### src/rtl/seq_modulo_if.sv
// Handshake bundle for seq_modulo: start/operands in, status/results out.
// Adds quotient port q when SEQ_MODULO_QUOT_EN is defined.
interface seq_modulo_if #(
  parameter int WIDTH = 8
);
  logic             start;
  logic [WIDTH-1:0] a;
  logic [WIDTH-1:0] b;
  logic             busy;
  logic             done;
  logic [WIDTH-1:0] y;
  logic             err;
`ifdef SEQ_MODULO_QUOT_EN
  logic [WIDTH-1:0] q;

  modport master (
    output start, a, b,
    input  busy, done, y, err, q
  );
  modport slave (
    input  start, a, b,
    output busy, done, y, err, q
  );
`else
  modport master (
    output start, a, b,
    input  busy, done, y, err
  );
  modport slave (
    input  start, a, b,
    output busy, done, y, err
  );
`endif
endinterface

### src/rtl/seq_modulo.sv
// Sequential restoring-division modulo unit, one bit per cycle.
// Optional quotient output q under SEQ_MODULO_QUOT_EN.
module seq_modulo #(
  parameter int WIDTH = 8
) (
  input logic       clk,
  input logic       rst_n,
  seq_modulo_if.slave bus
);

  localparam int CW = (WIDTH > 1) ? $clog2(WIDTH) : 1;
  localparam logic [CW-1:0] LAST = CW'(WIDTH - 1);

  typedef enum logic [1:0] {
    IDLE,
    CALC,
    DONE
  } state_t;

  state_t state;
  state_t state_nx;

  logic [WIDTH-1:0] dvd;
  logic [WIDTH-1:0] dvs;
  logic [WIDTH:0]   rem;
  logic [CW-1:0]    cnt;
  logic [WIDTH-1:0] y_r;
  logic             err_r;

  logic [WIDTH:0]   shl;
  logic [WIDTH:0]   sub;
  logic             take;
  logic             accept;
  logic             zero_b;
  logic             last;

`ifdef SEQ_MODULO_QUOT_EN
  logic [WIDTH-1:0] quo;
  logic [WIDTH-1:0] quo_nx;
  logic [WIDTH-1:0] q_r;
`endif

  assign accept = (state == IDLE) && bus.start;
  assign zero_b = (bus.b == '0);
  assign last   = (cnt == LAST);

  // Shift next dividend bit into the widened remainder, then try b.
  always_comb begin
    shl  = (rem << 1) | {{WIDTH{1'b0}}, dvd[WIDTH-1]};
    take = (shl >= {1'b0, dvs});
    sub  = take ? (shl - {1'b0, dvs}) : shl;
  end

`ifdef SEQ_MODULO_QUOT_EN
  assign quo_nx = (quo << 1) | WIDTH'(take);
`endif

  always_ff @(posedge clk or negedge rst_n) begin
    if (!rst_n) begin
      state <= IDLE;
    end else begin
      state <= state_nx;
    end
  end

  always_comb begin
    state_nx = state;
    unique case (state)
      IDLE: begin
        if (bus.start) begin
          state_nx = zero_b ? DONE : CALC;
        end
      end
      CALC: begin
        if (last) begin
          state_nx = DONE;
        end
      end
      DONE: begin
        state_nx = IDLE;
      end
      default: begin
        state_nx = IDLE;
      end
    endcase
  end

  always_ff @(posedge clk or negedge rst_n) begin
    if (!rst_n) begin
      dvd   <= '0;
      dvs   <= '0;
      rem   <= '0;
      cnt   <= '0;
      y_r   <= '0;
      err_r <= 1'b0;
`ifdef SEQ_MODULO_QUOT_EN
      quo   <= '0;
      q_r   <= '0;
`endif
    end else if (accept) begin
      dvd <= bus.a;
      dvs <= bus.b;
      rem <= '0;
      cnt <= '0;
`ifdef SEQ_MODULO_QUOT_EN
      quo <= '0;
`endif
      if (zero_b) begin
        y_r   <= bus.a;
        err_r <= 1'b1;
`ifdef SEQ_MODULO_QUOT_EN
        q_r   <= '1;
`endif
      end
    end else if (state == CALC) begin
      dvd <= dvd << 1;
      rem <= sub;
      cnt <= cnt + CW'(1);
`ifdef SEQ_MODULO_QUOT_EN
      quo <= quo_nx;
`endif
      if (last) begin
        y_r   <= sub[WIDTH-1:0];
        err_r <= 1'b0;
`ifdef SEQ_MODULO_QUOT_EN
        q_r   <= quo_nx;
`endif
      end
    end
  end

  assign bus.busy = (state == CALC);
  assign bus.done = (state == DONE);
  assign bus.y    = y_r;
  assign bus.err  = err_r;
`ifdef SEQ_MODULO_QUOT_EN
  assign bus.q    = q_r;
`endif

endmodule
### src/flat_wrapper.sv
// flat-port wrapper written by rule: the top's interface ports become plain ports
module seq_modulo_flat 
#(
  parameter int WIDTH = 8
)
  (clk, rst_n, bus_start, bus_a, bus_b, bus_busy, bus_done, bus_y, bus_err);
  seq_modulo_if #(.WIDTH(WIDTH)) bus_i ();
  input logic clk;
  input logic rst_n;
  input wire logic [$bits(bus_i.start)-1:0] bus_start;
  input wire logic [$bits(bus_i.a)-1:0] bus_a;
  input wire logic [$bits(bus_i.b)-1:0] bus_b;
  output wire logic [$bits(bus_i.busy)-1:0] bus_busy;
  output wire logic [$bits(bus_i.done)-1:0] bus_done;
  output wire logic [$bits(bus_i.y)-1:0] bus_y;
  output wire logic [$bits(bus_i.err)-1:0] bus_err;
  assign bus_i.start = bus_start;
  assign bus_i.a = bus_a;
  assign bus_i.b = bus_b;
  assign bus_busy = bus_i.busy;
  assign bus_done = bus_i.done;
  assign bus_y = bus_i.y;
  assign bus_err = bus_i.err;
  seq_modulo #(.WIDTH(WIDTH)) u_core (.clk(clk), .rst_n(rst_n), .bus(bus_i));
endmodule
### config.mk
export PLATFORM = sky130hd
export DESIGN_NAME = seq_modulo_flat
export DESIGN_NICKNAME = d
export VERILOG_FILES = /design/src/rtl/seq_modulo_if.sv /design/src/rtl/seq_modulo.sv /design/src/flat_wrapper.sv
export SDC_FILE = /design/constraint.sdc
export NUM_CORES = 1
export LEC_CHECK = 0
export CORE_ASPECT_RATIO = 0.5
export CORE_MARGIN = 10
export CORE_UTILIZATION = 49
export DETAILED_ROUTE_END_ITERATION = 7
export HOLD_SLACK_MARGIN = 0.03
export PLACE_DENSITY_LB_ADDON = 0.15
export SLEW_MARGIN = 20
export SYNTH_ARGS = -nofsm -noshare
export SYNTH_HDL_FRONTEND = slang
export SYNTH_SLANG_ARGS = --single-unit
### constraint.sdc
create_clock -name clk -period 2.06 [get_ports clk]
set_input_delay 0.618 -clock clk [delete_from_list [all_inputs] [get_ports clk]]
set_output_delay 0.618 -clock clk [all_outputs]
set_load 0.01 [all_outputs]
* Yosys cells after proc, flatten, opt, wreduce, memory -nomap -nowiden
Index checks and enable logic that the tools add are counted. Widths: inputs -> output; s select.
Storage, ports and cells: output and inout bits 11, register bits after elaboration 38, word-level logic and storage cells 43
Operators by class: $add $sub $neg 2, magnitude comparators 1, bitwise operators 1, multiplexer cells 19, eq/ne operators 6, reductions and logical operators 7
Operator list (number):
- $mux 8 | 9
- $ge 9x8->1 | 1
- $or 9x1->9 | 1
- $logic_not 8->1 | 1
- $sub 8x8->8 | 1
- $mux 2 | 3
- $mux 3 | 2
- $mux 1 | 4
- $ne 2x2->1 const B | 2
- $pmux 2 s2 | 1
- $reduce_bool 2->1 | 2
- $add 3x1->3 const B | 1
- $eq 3x3->1 const B | 1
- $reduce_and 3->1 | 1
- $eq 2x1->1 const B | 1
- $eq 2x2->1 const B | 1
- $logic_not 2->1 | 1
- $ne 2x1->1 const B | 1
- $reduce_and 2->1 | 1
- $logic_and 1x1->1 | 1

* Longest topological paths before layout
word-level depth 6, depth in mapped cells 10, depth with buffers taken out 10

* Worst setup path after synthesis
OpenSTA, ideal clock, no wires.
path type register -> register, start register u_core.dvd[7], end register u_core.y_r[6] (netlist: u_core.bus.y[6]), setup time 0.095 ns, path buffers 0, cell stages (with the launch flop) 11, path slack 0.062 ns, arrival 1.902 ns, period minus slack after synthesis 1.998 ns, cells stage by stage dfrtp_1 -> inv_1 -> ha_1 -> inv_1 -> fa_1 -> a211oi_1 -> o21bai_1 -> a21oi_1 -> xnor2_1 -> mux2i_1 -> o31ai_1
Between the ends: word-level cells in the longest chain between the ends 6
RTL lines:
- from (decl) | line seq_modulo.sv:23 | logic [WIDTH-1:0] dvd;
- from (signal assigned) | line seq_modulo.sv:101 | dvd <= bus.a;
- from (signal assigned) | line seq_modulo.sv:116 | dvd <= dvd << 1;
- $or 9x1->9 (*) | line seq_modulo.sv:49 | shl = (rem << 1) | {{WIDTH{1'b0}}, dvd[WIDTH-1]};
- $sub 8x8->8 or $ge 9x8->1 (tied branches) | line seq_modulo.sv:51, seq_modulo.sv:50
- $mux 8 (*) | line seq_modulo.sv:51 | sub = take ? (shl - {1'b0, dvs}) : shl;
- $mux 8 (*) | line seq_modulo.sv:122 | if (last) begin
- $mux 8 (*) | line seq_modulo.sv:115 | end else if (state == CALC) begin
- $mux 8 (*) | line seq_modulo.sv:100 | end else if (accept) begin
- to (signal assigned) | line seq_modulo.sv:109 | y_r <= bus.a;
- to (signal assigned) | line seq_modulo.sv:123 | y_r <= sub[WIDTH-1:0];
- to (decl) | line seq_modulo.sv:27 | logic [WIDTH-1:0] y_r;
Every way passes the cells marked *; elsewhere a longest branch is shown, timed or not. The select of a mux whose other input is x is not followed. A chain may end at the register's enable or synchronous reset.

* Worst setup path after layout
Ends and elaborated chain as after synthesis.

==> impl_results.md <==
- Status: finished, violations left
- Failing checks: negative setup slack
- Vias in the first global route: 1,703
- Cell repeated most along the worst path: inv_2
- Comb pwr share: 0.621
- Post-placement cell count: 312
- Syn_nets: 250
- Filler instances: 333
- Static Leakage: 1.20 nW
- DRT Wirelength: 5040 µm
- CTS Buf Count: 5
- Hold Vio Cnt, Final: 0
- Buffers from clock root to sink, at most: 2
- Max Slew Vio Count: 0
- Reg2reg setup slack: -0.06 ns
- Highest clock rate: 473 MHz
- CTS sink count: 38
- Tot GR Track Use: 0.138
- Slew margin rel.: 0.675
- H-tree Lvls: 2
- Setup CP Type: flop to flop
- Final setup viols: 2
- Min-Delay Path Class: primary input to asynchronous set/reset pin
- Switching part of the total: 0.441
- Post-synthesis cell type count: 43
- Synth Area per Inst: 9.44 µm²
- Initial antenna violation count: 0
- Die ar.: 7400 µm²
- DRT Pass-1 Iters: 4
- DRC viols: 0
- Number of antenna-violating nets in the routed design: 0
- Placement Rows: 16
- Clk root buf: clkbuf_8
- Clock power share: 0.111
- Pwr Density: 1860 nW/µm²
- Int Power: 2.77 mW
- Flop pwr share: 0.268
- CP arrival: 2.33 ns
- Max cap viols: 0
- Share of layout cells above drive strength 1: 0.195
- Fin crit period: 2.12 ns
- Total gr overflow: 0
- Area grow syn2layout: 28.5%
- TritonCTS clock tree: built
- Initial core utilization: 0.521
- Vias/cell: 5.33
- Most frequent cells in the layout: dfrtp_1 (38), nand2_1 (34), clkdlybuf4s50_1 (27), buf_4 (19), o21ai_0 (18)
- Via count: 1,707
- Cts-stage hold buffer count: 0
- Fin nets: 295
- Worst-margin pin slew: 0.487 ns
- Crit-path cells: inv_2 > ha_4 > inv_2 > fa_2 > a211oi_2 > o21bai_1 > a21oi_1 > xnor2_1 > mux2i_1 > o31ai_1
- Finished Layout Cells: 320
- Worst Skew: 0.0111 ns
- Biggest cell delay along the critical path: 0.41 ns
- Post-CTS setup buffer count: 0
- Die Span X: 112 µm
- Final setup margin: -0.0558 ns
- Post-synthesis sequential area ratio: 0.458
- Worst IR Drop VDD: 687 µV
- Power Total: 4.96 mW
- Worst-Skew Late Latency: 0.30 ns
- R2r startpoint: u_core.dvd[7]$_DFFE_PN0P_
- Worst r2r path cells: 10
- Final period util: 1.03
- PortBufs: 29
- Slowest library cell on the worst path: dfrtp_1
- Largest net degree at the start of global routing: 39
- NetSw: 2.19 mW
- # IOs: 30
- Crit-path max FO: 2
- CP delay by family, top: compound AO/OA/AOI/OAI gates
- Wire per inst: 15.8 µm
- Core box area: 3980 µm²
- DR iter-0 viols: 106
- Mapped Cells: 220
- Final HPWL DP: 3680 µm
- Synthesis-stage register bit count: 38
- Antenna Diode Count: 0
- Final hold slack: 0.366 ns
- CP Capture Type: flop
- WP buf/inv: 2
- Most common cell after layout, fill and taps aside: dfrtp_1
- CP required: 2.27 ns
- Worst setup SP type: flop
- First-pass GRT wire length: 8330 µm
- Final GP Congestion: 0.890
- Worst-path clk slew: 0.09 ns
- Syn. warnings: 0
- Worst r2r dst: u_core.bus.y[6]$_DFFE_PN0P_
- RSZ-0062 raised after global routing: true
- Netlist Area Pre-Place: 2080 µm²
- Die H: 66.0 µm
==> Yosys cell counts <==
master	number	area (µm²)
nand2_2	1	6.26
a22oi_2	1	12.5
or3_1	1	6.26
nor2_1	16	60.1
a21o_1	2	15.0
clkinv_4	1	8.76
and2_1	2	12.5
fa_1	1	20.0
mux2_4	1	15.0
nor2b_1	1	6.26
nand3_1	6	30.0
xnor2_1	1	8.76
nor2_8	1	20.0
a21oi_4	1	16.3
nand2_4	1	11.3
o22ai_1	7	43.8
o21ai_1	6	30.0
dfrtp_1	38	951
o31ai_1	2	15.0
nand4_1	2	12.5
buf_1	1	3.75
xor2_1	4	35.0
mux2i_1	8	80.1
or4_4	2	22.5
buf_2	2	10.0
a211oi_1	1	7.51
nand2_1	34	128
o21ai_0	18	90.1
a31oi_1	10	62.6
inv_2	1	3.75
inv_1	10	37.5
a21oi_2	3	26.3
a21boi_0	1	7.51
or2_1	1	6.26
ha_1	10	125
a22oi_1	1	7.51
a31o_1	1	8.76
and3_1	1	6.26
o21bai_1	1	7.51
a211oi_4	1	20.0
clkbuf_1	7	26.3
a21oi_1	8	40.0
nand2b_1	2	12.5
==> power groups by stage <==
stage	clock (mW)	sequential, mW	combinational, mW
floorplan	0	1.29	1.97
global placement	0	1.31	2.76
detailed placement	0	1.32	2.86
CTS	0.549	1.32	2.93
global route	0.581	1.37	3.40
finish	0.550	1.33	3.08
==> state kept, by name (all words and copies together) (netlist names) <==
signal	cells
u_core.state	2
u_core.rem	8
u_core.bus.y	8
u_core.bus.err	1
u_core.dvs	8
u_core.cnt	3
u_core.dvd	8
==> worst register-to-register path, stage by stage (launching register included) <==
cell and delay, ns:
dfrtp_1 0.41, inv_2 0.09, ha_4 0.13, inv_2 0.03
fa_2 0.34, a211oi_2 0.23, o21bai_1 0.11, a21oi_1 0.19
xnor2_1 0.15, mux2i_1 0.15, o31ai_1 0.20
==> layer usage <==
metal / share of wire / routed length, µm / vias up / GRT usage
met5: 0 / 0 / - / 0
met4: 0.0061 / 31 / 0 / 0.0362
met3: 0.052 / 264 / 4 / 0.0389
met2: 0.44 / 2220 / 36 / 0.212
met1: 0.50 / 2530 / 805 / 0.186
li1: - / - / 862 / -
==> cell families after synthesis <==
| kind of cell | share of synthesized area |
|---|---|
| xor+xnor | 0.0211 |
| fa+ha+maj | 0.0699 |
| compound gates | 0.198 |
| buf+inv | 0.0434 |
| flops | 0.458 |
| simple gates | 0.164 |
| mux | 0.0458 |
==> metrics by stage <==
step | utilization | setup TNS [ns] | cell area [µm²] | setup slack, ns
finish | 0.669 | -0.0875 | 2670 | -0.0558
global route | 0.669 | -0.913 | 2670 | -0.154
CTS | 0.664 | -0.111 | 2650 | -0.0582
global placement | 0.635 | -2.03 | 2530 | -0.252
floorplan | - | 0 | 2080 | 0.0624
detailed placement | 0.635 | -2.49 | 2530 | -0.312
==> timing repair <==
action | in CTS | in global routing
pin swaps | 5 | 4
resized for setup | 7 | 5
endpoints found under the setup margin | 6 | 16
==> how the worst max path moves through the flow <==
stage / from / endpoint / slack (ns) / depth (start not counted)
after global placement: bus_b[3] / u_core.bus.y[5]$_DFFE_PN0P_ / -0.25 / 6
after detailed placement: bus_b[3] / u_core.bus.y[5]$_DFFE_PN0P_ / -0.31 / 6
after floorplan: u_core.dvd[7]$_DFFE_PN0P_ / u_core.bus.y[6]$_DFFE_PN0P_ / 0.06 / 10
after CTS: u_core.dvd[7]$_DFFE_PN0P_ / u_core.bus.y[6]$_DFFE_PN0P_ / -0.06 / 10
after global routing: u_core.dvd[7]$_DFFE_PN0P_ / u_core.bus.y[6]$_DFFE_PN0P_ / -0.15 / 10
final: u_core.dvd[7]$_DFFE_PN0P_ / u_core.bus.y[6]$_DFFE_PN0P_ / -0.06 / 10
==> area by class of cell <==
cell class                      instances  area [µm²]  area share
Clock buffer                            6        82.6      0.0310
Sequential cell                        38         951       0.357
Multi-Input combinational cell        160        1080       0.404
Clock inverter                          2        12.5     0.00469
Timing Repair Buffer                   48         427       0.160
Tap cell                               54        67.6      0.0253
Inverter                               12        50.0      0.0188
Power figures use the tool's default switching activity.
==> edit, RTL diff (same settings) <==
Encoding of `state_t`: now one-hot (3 bits for 3 states).
--- a/src/rtl/seq_modulo.sv
+++ b/src/rtl/seq_modulo.sv
@@ -13,6 +13,6 @@
 
-  typedef enum logic [1:0] {
-    IDLE,
-    CALC,
-    DONE
+  typedef enum logic [2:0] {
+    IDLE = 3'b001,
+    CALC = 3'b010,
+    DONE = 3'b100
   } state_t;
Behaviour: same outputs for any inputs over 10 cycles, from zero or initial values and one cycle with rst_n low; not proved beyond that.
==> edit against the original RTL <==
The run still ends with negative setup slack left; first-iteration DRC count grew 74%; global-route usage increased by 1.5 points; routed wire length increased by 31%; utilization is 9.8 points higher; worst setup slack improved by 0.0097 ns; final area increased by 17%; synthesized area increased by 3.9%; total power increased by 2.2%; sequential cell count rose by 1; critical path type unchanged; largest cell class unchanged; highest routed layer unchanged.
==> edit: results (changes against the original RTL) <==
- Routed WL: 6610 um (was 5040 um)
- Post-DP Area: 2750 um^2 (was 2530 um^2)
- Layout cells sized above 1: 28.0% (was 19.5%)
- Final setup fails: 6 (was 2)
- Main synth FF type: dfrtp_1 (unchanged)
- Reg clk slew, reported paths: 0.08 ns
- IO buf count: 29 (unchanged)
- Met2 usage: 24.6% (was 21.2%)
- Global-route wire length before repair: 9390 um (was 8330 um)
- Layout net count: 333 (was 295)
- Post-synth top cells: 38 x dfrtp_1, 38 x nand2_1, 23 x o21ai_0 (was 38 x dfrtp_1, 34 x nand2_1, 18 x o21ai_0)
- R2r setup slk: -0.05 ns
- Sw power: 2220 uW (was 2190 uW)
- Slew margin rel.: 79.6% (was 67.5%)
- Filler cells: 246 (was 333)
- Synth top area cells: dfrtp_1 44%, nand2_1 6.6%, ha_1 5.8% (was dfrtp_1 46%, nand2_1 6.1%, ha_1 6.0%)
- Clk Latency, worst-skew pair: between 0.2 and 0.3 ns
- CTS H-tree lvls: 2 (unchanged)
- N_diodes: 0 (unchanged)
- DR vias/cell: 5.82 (was 5.33)
- Hold Path Class: input pin to asynchronous set/reset pin (unchanged)
- FF-to-FF Start: u_core.dvs[1] (was u_core.dvd[7])
- 1st-iter DRT viols: 184 (was 106)
- Reg2Reg Depth: 7 (was 10)
- Distinct cell type count of the synthesized netlist: 52 (was 43)
- Largest net degree at the start of global routing: 34 (was 39)
- Met1 usage: 19.8% (was 18.6%)
- All-Layer GR Usage: 15.3% (was 13.8%)
- Cts bufs inserted: 5 (unchanged)
- Routability cong.: 0.844 (was 0.890)
- GRT met3 Usage: 4.65% (was 3.89%)
- Sequential-to-total area share from yosys stat: 45.3% (was 45.8%)
- Setup slack after layout: -0.0462 ns (was -0.0558 ns)
- Syn Nets: 269 (was 250)
- Hold WS: 0.157 ns (was 0.366 ns)
- Sequential-cell power consumption: 1210 uW (was 1330 uW)
- Place WS: -0.297 ns (was -0.312 ns)
- R2R Path End: u_core.rem[7] (was u_core.bus.y[6])
- Vias in the first global route: 1946 (was 1703)
- Status: finished with violations (unchanged)
- Slowest-stage cell, CP: or3b_4 (was dfrtp_1)
- Drt pass-1 iters: 5 (was 4)
- CP max FO: 4 (was 2)
- Skew final: 0.00564 ns (was 0.0111 ns)
- Antenna violations before repair: 0 (unchanged)
- Dpl hpwl: 4310 um (was 3680 um)
- P_leak: 0.00137 uW (was 0.00120 uW)
- CP max stage delay: 0.42 ns
- Power share of the clock group: 10.3% (was 11.1%)
- Failing checks: negative setup slack (unchanged)
- P_clk: 523 uW (was 550 uW)
- VDD IR max: 1100 uV (was 687 uV)
## edit: through the flow
stage / setup TNS, ns / std cells
after floorplan: 0 / 239
after global placement: -2.20 / 345
after detailed placement: -2.63 / 345
after CTS: 0 / 355
after global routing: -0.509 / 358
final: -0.101 / 358
## edit: cell families after synthesis
group | after synthesis | share of synthesized area, %
multiplexers | 7 | 3.37
AO/OA/AOI/OAI | 72 | 20.7
adder cells (fa/ha/maj) | 11 | 6.73
buffers and inverters | 24 | 4.76
flip-flops | 39 | 45.3
XOR/XNOR | 3 | 1.22
AND/OR/NAND/NOR | 83 | 17.9
## edit: what timing repair did
item | CTS | global route
hold endpoints to repair | 0 | 0
setup endpoints to repair | 18 | 16
setup buffers | 2 | 4
gates resized for setup | 16 | 33
pin swaps | 1 | 10
## edit: layout make-up
type                    instances  area (um^2)  area share, %
clock buffers                   6         72.6           2.33
clock inverters                 2         12.5          0.401
inverters                      13         48.8           1.57
multi-input cells             176         1330           42.6
flip-flops and latches         39          978           31.4
well taps                      54         67.6           2.17
repair buffers                 68          608           19.5
## edit: worst max path at each step
stage / start / to / slack [ns] / cells after the start
CTS: u_core.rem[5] / u_core.bus.y[3] / 0.004 / 6
detailed placement: u_core.dvd[7] / u_core.bus.y[6] / -0.30 / 9
finish: u_core.dvs[1] / u_core.rem[7] / -0.05 / 7
floorplan: u_core.dvd[7] / u_core.rem[6] / 0.05 / 9
global placement: bus_b[3] / u_core.bus.y[7] / -0.27 / 7
global route: u_core.dvd[7] / u_core.rem[6] / -0.11 / 10
## edit: layer usage
metal / share of wire, % / wire [um] / vias to the layer above
met5: 0 / 0 / -
met4: 1.1 / 70 / 0
met3: 8.9 / 586 / 12
met2: 46 / 3050 / 102
met1: 44 / 2910 / 993
li1: - / - / 977
